$ cat config.mk
export PLATFORM = sky130hd
export DESIGN_NAME = alu_cmd_driver_flat
export DESIGN_NICKNAME = d
export VERILOG_FILES = /design/src/rtl/alu_cmd_driver_if.sv /design/src/rtl/alu_cmd_driver.sv /design/src/flat_wrapper.sv
export SDC_FILE = /design/constraint.sdc
export NUM_CORES = 1
export LEC_CHECK = 0
export CORE_ASPECT_RATIO = 1.25
export CORE_UTILIZATION = 40
export DETAILED_ROUTE_END_ITERATION = 6
export GPL_TIMING_DRIVEN = 0
export HOLD_SLACK_MARGIN = 0.12
export PLACE_DENSITY = 0.78
export SLEW_MARGIN = 30
export SYNTH_ARGS = -nofsm -noshare
export SYNTH_HDL_FRONTEND = slang
export SYNTH_SLANG_ARGS = --single-unit
$ cat constraint.sdc
create_clock -name clk -period 2.1 [get_ports clk]
set_clock_uncertainty 0.15 [all_clocks]
set_input_delay 0.42 -clock clk [delete_from_list [all_inputs] [get_ports clk]]
set_output_delay 0.42 -clock clk [all_outputs]
set_load 0.02 [all_outputs]
$ cat src/rtl/alu_cmd_driver_if.sv
// Request/response handshake bundle between a host and the ALU command driver.
// master = host side, slave = driver side.
interface alu_cmd_driver_if;
    logic        req_valid;
    logic        req_ready;
    logic [3:0]  req_op;
    logic [7:0]  req_a;
    logic [7:0]  req_b;
    logic        req_use_acc;
    logic        rsp_valid;
    logic        rsp_ready;
    logic [15:0] rsp_data;
    logic        rsp_zero;
    logic        rsp_divz;

    modport master (
        output req_valid, req_op, req_a, req_b, req_use_acc, rsp_ready,
        input  req_ready, rsp_valid, rsp_data, rsp_zero, rsp_divz
    );

    modport slave (
        input  req_valid, req_op, req_a, req_b, req_use_acc, rsp_ready,
        output req_ready, rsp_valid, rsp_data, rsp_zero, rsp_divz
    );
endinterface

$ cat src/rtl/alu_cmd_driver.sv
// Initiator for a combinational 8-bit ALU: drives operands for SETTLE_CYCLES with oe high,
// captures the 16-bit result and returns it with status flags; keeps a chaining accumulator.
module alu_cmd_driver #(
    parameter int unsigned SETTLE_CYCLES = 1,
    parameter logic [7:0]  ACC_INIT      = 8'h00
) (
    input  logic               clk,
    input  logic               rst_n,
    alu_cmd_driver_if.slave    bus,
    input  logic               acc_clr,
    output logic [7:0]         alu_a,
    output logic [7:0]         alu_b,
    output logic [3:0]         alu_cmd,
    output logic               alu_oe,
    input  logic [15:0]        alu_d,
    output logic [7:0]         acc
);

    localparam logic [3:0] OP_DIV   = 4'b0101;
    localparam logic [3:0] CNT_LOAD = 4'(SETTLE_CYCLES - 1);

    typedef enum logic [1:0] {
        S_IDLE  = 2'd0,
        S_DRIVE = 2'd1,
        S_RESP  = 2'd2
    } state_t;

    state_t      r_state;
    state_t      w_state_next;

    logic [3:0]  r_cnt;
    logic [7:0]  r_a;
    logic [7:0]  r_b;
    logic [3:0]  r_cmd;
    logic [7:0]  r_acc;
    logic        r_rsp_valid;
    logic [15:0] r_rsp_data;
    logic        r_rsp_zero;
    logic        r_rsp_divz;

    logic        w_req_ready;
    logic        w_oe;
    logic        w_accept;
    logic        w_last;
    logic        w_rsp_done;
    logic [7:0]  w_acc_src;

    always_ff @(posedge clk or negedge rst_n) begin
        if (!rst_n) begin
            r_state <= S_IDLE;
        end else begin
            r_state <= w_state_next;
        end
    end

    // alu_oe is decoded from the asynchronously reset state, so it drops the moment rst_n falls.
    always_comb begin
        w_state_next = r_state;
        w_req_ready  = 1'b0;
        w_oe         = 1'b0;
        w_accept     = 1'b0;
        w_last       = 1'b0;
        w_rsp_done   = 1'b0;
        case (r_state)
            S_IDLE: begin
                w_req_ready = 1'b1;
                w_accept    = bus.req_valid;
                if (bus.req_valid) begin
                    w_state_next = S_DRIVE;
                end
            end
            S_DRIVE: begin
                w_oe   = 1'b1;
                w_last = (r_cnt == 4'd0);
                if (r_cnt == 4'd0) begin
                    w_state_next = S_RESP;
                end
            end
            S_RESP: begin
                w_rsp_done = r_rsp_valid & bus.rsp_ready;
                if (r_rsp_valid && bus.rsp_ready) begin
                    w_state_next = S_IDLE;
                end
            end
            default: begin
                w_state_next = S_IDLE;
            end
        endcase
    end

    // A clear arriving together with a use_acc request feeds the cleared value as operand A.
    assign w_acc_src = acc_clr ? ACC_INIT : r_acc;

    always_ff @(posedge clk or negedge rst_n) begin
        if (!rst_n) begin
            r_cnt       <= 4'd0;
            r_a         <= 8'h00;
            r_b         <= 8'h00;
            r_cmd       <= 4'h0;
            r_acc       <= ACC_INIT;
            r_rsp_valid <= 1'b0;
            r_rsp_data  <= 16'h0000;
            r_rsp_zero  <= 1'b0;
            r_rsp_divz  <= 1'b0;
        end else begin
            if (r_state == S_IDLE && acc_clr) begin
                r_acc <= ACC_INIT;
            end
            if (w_accept) begin
                r_a   <= bus.req_use_acc ? w_acc_src : bus.req_a;
                r_b   <= bus.req_b;
                r_cmd <= bus.req_op;
                r_cnt <= CNT_LOAD;
            end
            if (r_state == S_DRIVE && !w_last) begin
                r_cnt <= r_cnt - 4'd1;
            end
            // alu_d is only looked at here, so a floating bus elsewhere never reaches state.
            if (w_last) begin
                r_rsp_data  <= alu_d;
                r_rsp_zero  <= (alu_d == 16'h0000);
                r_rsp_divz  <= (r_cmd == OP_DIV) && (r_b == 8'h00);
                r_acc       <= alu_d[7:0];
                r_rsp_valid <= 1'b1;
            end
            if (w_rsp_done) begin
                r_rsp_valid <= 1'b0;
            end
        end
    end

    assign bus.req_ready = w_req_ready;
    assign bus.rsp_valid = r_rsp_valid;
    assign bus.rsp_data  = r_rsp_data;
    assign bus.rsp_zero  = r_rsp_zero;
    assign bus.rsp_divz  = r_rsp_divz;

    assign alu_a   = r_a;
    assign alu_b   = r_b;
    assign alu_cmd = r_cmd;
    assign alu_oe  = w_oe;
    assign acc     = r_acc;

endmodule

$ cat src/flat_wrapper.sv
// flat-port wrapper written by rule: the top's interface ports become plain ports
module alu_cmd_driver_flat 
#(
    parameter int unsigned SETTLE_CYCLES = 1,
    parameter logic [7:0]  ACC_INIT      = 8'h00
)
  (clk, rst_n, acc_clr, alu_a, alu_b, alu_cmd, alu_oe, alu_d, acc, bus_req_valid, bus_req_op, bus_req_a, bus_req_b, bus_req_use_acc, bus_rsp_ready, bus_req_ready, bus_rsp_valid, bus_rsp_data, bus_rsp_zero, bus_rsp_divz);
  alu_cmd_driver_if bus_i ();
  input  logic clk;
  input  logic rst_n;
  input  logic acc_clr;
  output logic [7:0] alu_a;
  output logic [7:0] alu_b;
  output logic [3:0] alu_cmd;
  output logic alu_oe;
  input  logic [15:0] alu_d;
  output logic [7:0] acc;
  input wire logic [$bits(bus_i.req_valid)-1:0] bus_req_valid;
  input wire logic [$bits(bus_i.req_op)-1:0] bus_req_op;
  input wire logic [$bits(bus_i.req_a)-1:0] bus_req_a;
  input wire logic [$bits(bus_i.req_b)-1:0] bus_req_b;
  input wire logic [$bits(bus_i.req_use_acc)-1:0] bus_req_use_acc;
  input wire logic [$bits(bus_i.rsp_ready)-1:0] bus_rsp_ready;
  output wire logic [$bits(bus_i.req_ready)-1:0] bus_req_ready;
  output wire logic [$bits(bus_i.rsp_valid)-1:0] bus_rsp_valid;
  output wire logic [$bits(bus_i.rsp_data)-1:0] bus_rsp_data;
  output wire logic [$bits(bus_i.rsp_zero)-1:0] bus_rsp_zero;
  output wire logic [$bits(bus_i.rsp_divz)-1:0] bus_rsp_divz;
  assign bus_i.req_valid = bus_req_valid;
  assign bus_i.req_op = bus_req_op;
  assign bus_i.req_a = bus_req_a;
  assign bus_i.req_b = bus_req_b;
  assign bus_i.req_use_acc = bus_req_use_acc;
  assign bus_i.rsp_ready = bus_rsp_ready;
  assign bus_req_ready = bus_i.req_ready;
  assign bus_rsp_valid = bus_i.rsp_valid;
  assign bus_rsp_data = bus_i.rsp_data;
  assign bus_rsp_zero = bus_i.rsp_zero;
  assign bus_rsp_divz = bus_i.rsp_divz;
  alu_cmd_driver #(.SETTLE_CYCLES(SETTLE_CYCLES), .ACC_INIT(ACC_INIT)) u_core (.clk(clk), .rst_n(rst_n), .bus(bus_i), .acc_clr(acc_clr), .alu_a(alu_a), .alu_b(alu_b), .alu_cmd(alu_cmd), .alu_oe(alu_oe), .alu_d(alu_d), .acc(acc));
endmodule
==> results of run 1 <==
worst max path at each step:
stage | startpoint | end | slack (ns)
after global placement | rst_n | u_core.bus.rsp_data[13] | -1.10
after detailed placement | bus_req_valid | u_core.alu_b[7] | -0.09
after floorplan | u_core.r_cnt[0] | u_core.bus.rsp_data[10] | 0.35
after global routing | u_core.r_state[1] | alu_oe | 0.01
after CTS | u_core.r_state[0] | bus_req_ready | 0.02
final | u_core.r_state[1] | alu_oe | 0.08
cell families after synthesis:
kind of cell / count (synthesis) / synth area share [%]
AOI/OAI and AO/OA: 29 / 9.76
muxes: 16 / 9.10
buffers and inverters: 13 / 3.47
and+or+nand+nor: 84 / 18.6
adders and majority gates: 1 / 0.551
DFF: 53 / 58.5
metal layers:
metal	wire [µm]	vias up	part of all wire, %	track usage, %
met2	2560	68	47	29.7
met4	87	0	1.6	7.05
li1	-	891	-	-
met3	389	9	7.2	5.35
met5	0	-	0	0
met1	2370	879	44	24.1
metrics by stage:
step                      hold slack (ns)  TNS [ns]  instances
after floorplan                   -0.0256         0        196
after global placement              0.324    -58.95        350
after detailed placement            0.211    -0.882        351
after CTS                           0.353         0        359
after global routing                0.379         0        360
final                               0.348         0        360
state kept, by name, indices dropped and copies added (netlist names), 2 cells and up:
| register | flops |
|---|---|
| u_core.acc | 8 |
| u_core.bus.rsp_data | 16 |
| u_core.r_state | 2 |
| u_core.alu_cmd | 4 |
| u_core.alu_b | 8 |
| u_core.alu_a | 8 |
| u_core.r_cnt | 4 |
critical path, stage by stage (launching register included):
cell                              delay, ns
sky130_fd_sc_hd__dfrtp_1               0.44
sky130_fd_sc_hd__nand2b_1              0.18
sky130_fd_sc_hd__buf_6                 0.15
sky130_fd_sc_hd__clkinv_4              0.07
sky130_fd_sc_hd__clkdlybuf4s15_1       0.31
cells in the final DEF, fill, tap and decap left out, types with 3 or more instances in the layout:
cell type,instances
sky130_fd_sc_hd__a221oi_1,7
sky130_fd_sc_hd__a22o_1,8
sky130_fd_sc_hd__buf_6,3
sky130_fd_sc_hd__clkbuf_1,4
sky130_fd_sc_hd__clkbuf_8,6
sky130_fd_sc_hd__clkdlybuf4s50_1,87
sky130_fd_sc_hd__dfrtp_1,53
sky130_fd_sc_hd__inv_1,4
sky130_fd_sc_hd__mux2_2,9
sky130_fd_sc_hd__mux2_4,7
sky130_fd_sc_hd__nand2_1,41
sky130_fd_sc_hd__nand3_1,6
sky130_fd_sc_hd__nor2_1,15
sky130_fd_sc_hd__nor2b_1,3
sky130_fd_sc_hd__nor4_1,6
sky130_fd_sc_hd__o21ai_0,7
synthesized netlist by cell type, types with 2 or more instances:
library cell | number | area [µm²]
sky130_fd_sc_hd__a22o_1 | 8 | 70.1
sky130_fd_sc_hd__nor4b_1 | 2 | 17.5
sky130_fd_sc_hd__clkbuf_1 | 3 | 11.3
sky130_fd_sc_hd__nor2b_1 | 3 | 18.8
sky130_fd_sc_hd__buf_2 | 2 | 10.0
sky130_fd_sc_hd__or3b_1 | 2 | 17.5
sky130_fd_sc_hd__buf_6 | 3 | 33.8
sky130_fd_sc_hd__inv_1 | 4 | 15.0
sky130_fd_sc_hd__nor4_1 | 6 | 37.5
sky130_fd_sc_hd__dfrtp_1 | 53 | 1330
sky130_fd_sc_hd__o211ai_1 | 2 | 15.0
sky130_fd_sc_hd__o21ai_0 | 7 | 35.0
sky130_fd_sc_hd__a221oi_1 | 7 | 61.3
sky130_fd_sc_hd__nand2_1 | 41 | 154
sky130_fd_sc_hd__mux2_4 | 7 | 105
sky130_fd_sc_hd__nor2_1 | 15 | 56.3
sky130_fd_sc_hd__nand3_1 | 6 | 30.0
sky130_fd_sc_hd__mux2_2 | 9 | 101
what timing repair did:
item,in CTS,in global routing
setup endpoints to repair,1,3
hold buffers,1,0
setup buffers,0,1
gates resized for setup,1,2
pin swaps,0,0
hold endpoints to repair,26,0
area by class of cell:
cell class | instances | area [µm²] | share of cell area [%]
flip-flops and latches | 53 | 1330 | 39.3
repair buffers | 93 | 938 | 27.8
inverters | 5 | 23.8 | 0.705
well taps | 64 | 80.1 | 2.37
multi-input cells | 130 | 863 | 25.6
plain buffers | 8 | 55.1 | 1.63
clock buffers | 7 | 86.3 | 2.56
where the power goes:
group / internal (W) / switching, W
Sequential: 0.00147 / 0.000325
Clock: 0.000262 / 0.000297
Combinational: 0.00137 / 0.00132
Total: 0.00311 / 0.00194
==> results, run 1 <==
- The flow ran to the end, and the final reports show no timing, DRC or antenna violations.
- The gate count after technology mapping is 196.
- The data required time at the worst endpoint is 1.53 ns.
- Before CTS, the worst setup slack after placement is -0.0909 ns.
- The cell area that synthesis handed to floorplanning was 2270 µm².
- The number of distinct library cells after synthesis is 34.
- The core region is 5440 µm².
- After floorplanning, the core was divided into 30 placement rows.
- Counting instances, the worst hold path has a depth of 2.
- The final core utilization is 62.0%.
- In the final routed layout, each cell accounts on average for 15.0 µm.
- The number of antenna diodes in the final layout is 0.
- STA classifies the critical path endpoint as a primary output.
- The tool flagged a number of max-cap violations equal to 0.
- The flip-flop and latch count after synthesis is 53.
- For this design the top-level I/O count stands at 91.
- After detailed routing, the number of remaining DRC violations is 0.
- The net count after synthesis is 239.
- The startpoint identified for the worst hold timing path is u_core.alu_a[2].
- CTS built an H-tree with a depth of 2.
- The sequential share of the synthesized area is 58.5%.
- The fmax is 0.495 GHz.
- The endpoint of the worst hold path is u_core.alu_a[2].
- The commonest register cell after synthesis is sky130_fd_sc_hd__dfrtp_1.
- The worst register-to-register path begins at u_core.r_cnt[0].
- Setup repair after global routing left no endpoint under its margin.
- The number of port buffers is 90.
- The die span in y is 86.2 µm.
- The path category of the worst min-delay check is reg2reg.
- The final design area excluding fillers is 3370 µm².
- The count of clock tree sinks is 53.
- The initial antenna violation count is 0.
- The worst register-to-register path has a depth of 6.
- The area growth from synthesis to layout is 48.7%.
- The share of layout cells above drive strength 1 is 11.8%.
- The arrival time of the worst setup path is 1.45 ns.
- The die width is 69.4 µm.
- The first TritonRoute pass finished after 4 iterations.
- The largest buffer count on any clock path is 2.
- STA classifies the critical path startpoint as a flop.
- For this block, the routed nets add up to 5400 µm of wire.
- Setup slack on the worst reg-to-reg path comes out at 0.15 ns.
- The total setup violations reported at the end of the flow is 0.
- The end of the worst register-to-register path is u_core.bus.rsp_data[14].
- The final net count is 339.
- The mean cell area of the mapped netlist is 11.6 µm².
- The initial utilization of the core area, before any placement, comes to 41.7%.
- The die area is 5980 µm².
- The leakage component of the power is 1.50 nW.
- The count of pins over their slew limit is 0.
- The clock slew seen by the registers of the worst setup and hold paths is 0.09 ns.
- The final critical path takes up 96.2% of the cycle.
- Yosys printed 0 warnings.
- Across the VDD grid, the largest voltage drop is 737 µV.
- For the finished layout, the period the worst path requires is 2.02 ns.
- Clock tree synthesis selected as its root buffer the cell sky130_fd_sc_hd__clkbuf_8.
- The congestion estimate from routability-driven global placement came to 0.798.
- Measured against its own limit, the worst slew margin works out to 54.4%.
- The placed instances occupy a cell area of 3270 µm².
- For this design the ratio of total power to cell area is 1500 nW/µm².
- Across all setup checks in the final design, the least slack found is 0.0791 ns.
- The routed via count divided by cell count is 5.13.
- Clock latency on the worst-skew pair, taken at its later pin, is 0.29 ns.
- Yosys mapped a number of flops with a built-in enable equal to 0.
- The largest fanout on the critical path is 9.
- The TritonCTS clock tree is yes.
- Summing internal, switching and leakage power gives 0.00505 W.
- The classification of the worst setup path is reg2out.
- The filler cells instantiated in the layout total 465.
- The detailed-route via count is 1847.
- The number of antenna-violating nets in the routed design is 0.
- The global routing usage summed across all routing layers is 18.6%.
- For this run, asynchronously set or reset flops after synthesis account for 100%.
- The via count of the first global-routing pass is 1824.
- The first global-routing pass estimated 8750 µm of wire.
- The number of clock buffers added by TritonCTS is 5.
- Detailed placement finished with a half-perimeter wire length of 4050 µm.
- The worst-margin pin slew is 0.681 ns.
- The number of DRC markers after the initial detailed-route iteration is 61.
- For this run the aggregate overflow at the end of global routing stands at 0.
- The count of final hold-check violations is 0.
- The largest net degree at the start of global routing is 28.
(Power assumes the default switching activity.)
==> run 2, diff against run 1 <==
Settings changed: HOLD_SLACK_MARGIN 0.12 to not set.
==> results of run 2 <==
The final DEF is identical to that of run 1; final timing and power are the same.
==> patch, RTL diff (flow settings as in run 1) <==
Encoding of `state_t`: now one-hot (3 bits for 3 states).
--- a/src/rtl/alu_cmd_driver.sv
+++ b/src/rtl/alu_cmd_driver.sv
@@ -20,8 +20,8 @@
     localparam logic [3:0] CNT_LOAD = 4'(SETTLE_CYCLES - 1);
 
-    typedef enum logic [1:0] {
-        S_IDLE  = 2'd0,
-        S_DRIVE = 2'd1,
-        S_RESP  = 2'd2
+    typedef enum logic [2:0] {
+        S_IDLE  = 3'b001,
+        S_DRIVE = 3'b010,
+        S_RESP  = 3'b100
     } state_t;
 
Formal check against the unedited RTL: same outputs for any inputs over 10 cycles, from zero or initial values and one cycle with rst_n low; not proved beyond that.
==> patch against run 1 <==
Cell area rose by 2.4%; setup slack lost 30 ps; register-to-register slack better by 120 ps; wire length grew 0.93%; sequential cell count grew 1; first-iteration DRC count up 64%; area after synthesis increased by 2.6%; synthesized cell count is 11% lower; total power rose by 6.1%; via count fell by 6.5%; utilization up 0.61 points.
==> patch: results (changes against run 1) <==
vdd_drop_max_mv: 0.868  # was 0.737 mV
yosysSeqAreaShare_pct: 58.1  # was 58.5%
path_delay_family: "flip-flops"  # was buffers and inverters
hpwl_mm: 4.24  # was 4.05 mm
first_pass_iters: 4  # unchanged
finalNonFillerCells: 340  # was 360
dr.first_iter.drc_count: 100  # was 61
grt_pass1_vias: 1721  # was 1824
rr_startpoint: "u_core.r_cnt[0]"  # unchanged
synth_cells: 175  # was 196
cts_buffers: 5  # unchanged
largest_reg_flops: 16  # unchanged
synth_area_leaders: "dfrtp_1, mux2_2, mux2_4"  # was dfrtp_1, nand2_1, mux2_4
worst_slew_pin_slew_ps: 427  # was 681 ps
grt_pass1_wl_mm: 8.65  # was 8.75 mm
avgRoutedWirePerCell_um: 16.0  # was 15.0 um
crit_arrival_ps: 1480  # was 1450 ps
yosys_warnings: 0  # unchanged
clkTransAtPathRegs_ps: 100
drive_above_1_share_pct: 19.9  # was 11.8%
synth_common_cells: "dfrtp_1, mux2_2, a21oi_1, nor2_1, mux2_4"  # was dfrtp_1, nand2_1, nor2_1, mux2_2, a22o_1
setup.worst_path.start: "u_core.r_state[2]"  # was u_core.r_state[1]
antenna_found_initial: 0  # unchanged
cts_max_path_buffers: 2  # unchanged
gp_congestion: 0.776  # was 0.798
status: "completed"  # unchanged
path_max_fanout: 7  # was 9
grt_max_degree: 49  # was 28
critPathSlowestCell: "dfrtp_2"  # was dfrtp_1
viasPerCell: 5.08  # was 5.13
hp-class: "input pin to async pin"  # was flop to flop
synth_cell_types: 43  # was 34
fillers: 458  # was 465
cp_slowest_stage_delay_ps: 450
insertion_delay_ps: 310  # was 290 ps
port_buffers: 89  # was 90
fin_nets: 318  # was 339
antenna_cells: 0  # unchanged
h-tree-depth: 2  # unchanged
track_usage_pct: 18.4  # was 18.6%
place_inst: 329  # was 351
p_leak_nw: 1.47  # was 1.50 nW
cts-root-buf: "clkbuf_8"  # unchanged
synth_nets: 218  # was 239
-- patch: cell count changes in the layout (fill, tap and decap cells not counted), sizes merged, moves of 2 or more --
cell / change
a21oi: +14
a221oi: -7
clkbuf: -2
inv: +2
mux2: +13
mux2i: +2
nand2: -38
nand3: -4
nor2: -6
nor2b: +5
o21ai: -7
or3: +3
-- patch: cell type report --
type | count | area [um^2] | share of cell area (%)
sequential | 54 | 1360 | 39.2
inverter | 6 | 27.5 | 0.797
buffer | 6 | 45.0 | 1.30
multi-input combinational | 109 | 912 | 26.4
clock inverter | 2 | 13.8 | 0.399
clock buffer | 6 | 72.6 | 2.10
timing repair buffer | 93 | 947 | 27.4
tap | 64 | 80.1 | 2.32
-- patch: kinds of logic after synthesis --
logic type / after synthesis / synth area share, %
fa+ha+maj: 1 / 0.538
compound gates: 32 / 9.25
simple gates: 45 / 12.6
buf+inv: 12 / 3.12
mux: 31 / 16.3
flops: 54 / 58.1
-- patch: worst paths after layout --
| path | endpoint | slack (ps) | cells past startpoint |
|---|---|---|---|
| min reg2reg | u_core.bus.rsp_data[5] | 370 | 1 |
| max reg2reg | u_core.acc[2] | 270 | 7 |
| max | alu_oe | 50 | 3 |
| max in group asynchronous | u_core.r_state[0] | 990 | 3 |
| min in group clk | u_core.bus.rsp_data[5] | 370 | 1 |
| min | u_core.bus.rsp_data[2] | 310 | 2 |
-- patch: power breakdown --
group / switching, mW / internal [mW] / leakage (nW)
Combinational: 1.34 / 1.57 / 0.775
Clock: 0.342 / 0.236 / 0.0452
Sequential: 0.341 / 1.53 / 0.655
Total: 2.03 / 3.33 / 1.47
-- patch: routing by layer --
layer | part of all wire [%] | global-route usage, % | up-vias
met5 | 0 | 0 | -
met4 | 2.7 | 8.36 | 0
met3 | 3.3 | 3.13 | 13
met2 | 51 | 30.6 | 42
met1 | 43 | 23.4 | 837
li1 | - | - | 835
-- patch: repair_timing --
item                       CTS  global route
hold endpoints to repair    53             0
buffers inserted             0             2
pin swaps                    1             0
setup endpoints to repair    2            10
hold buffers                 1             0
gates resized for setup      5             4
-- patch: through the flow --
step | cell area [um^2] | setup slack, ps | power [mW]
after floorplan | 2330 | 129 | 3.43
after global placement | 3300 | -1160 | 4.64
final | 3450 | 49.4 | 5.36
after global routing | 3450 | 2.63 | 5.65
after detailed placement | 3320 | -68.5 | 4.72
after CTS | 3410 | 12.7 | 5.27
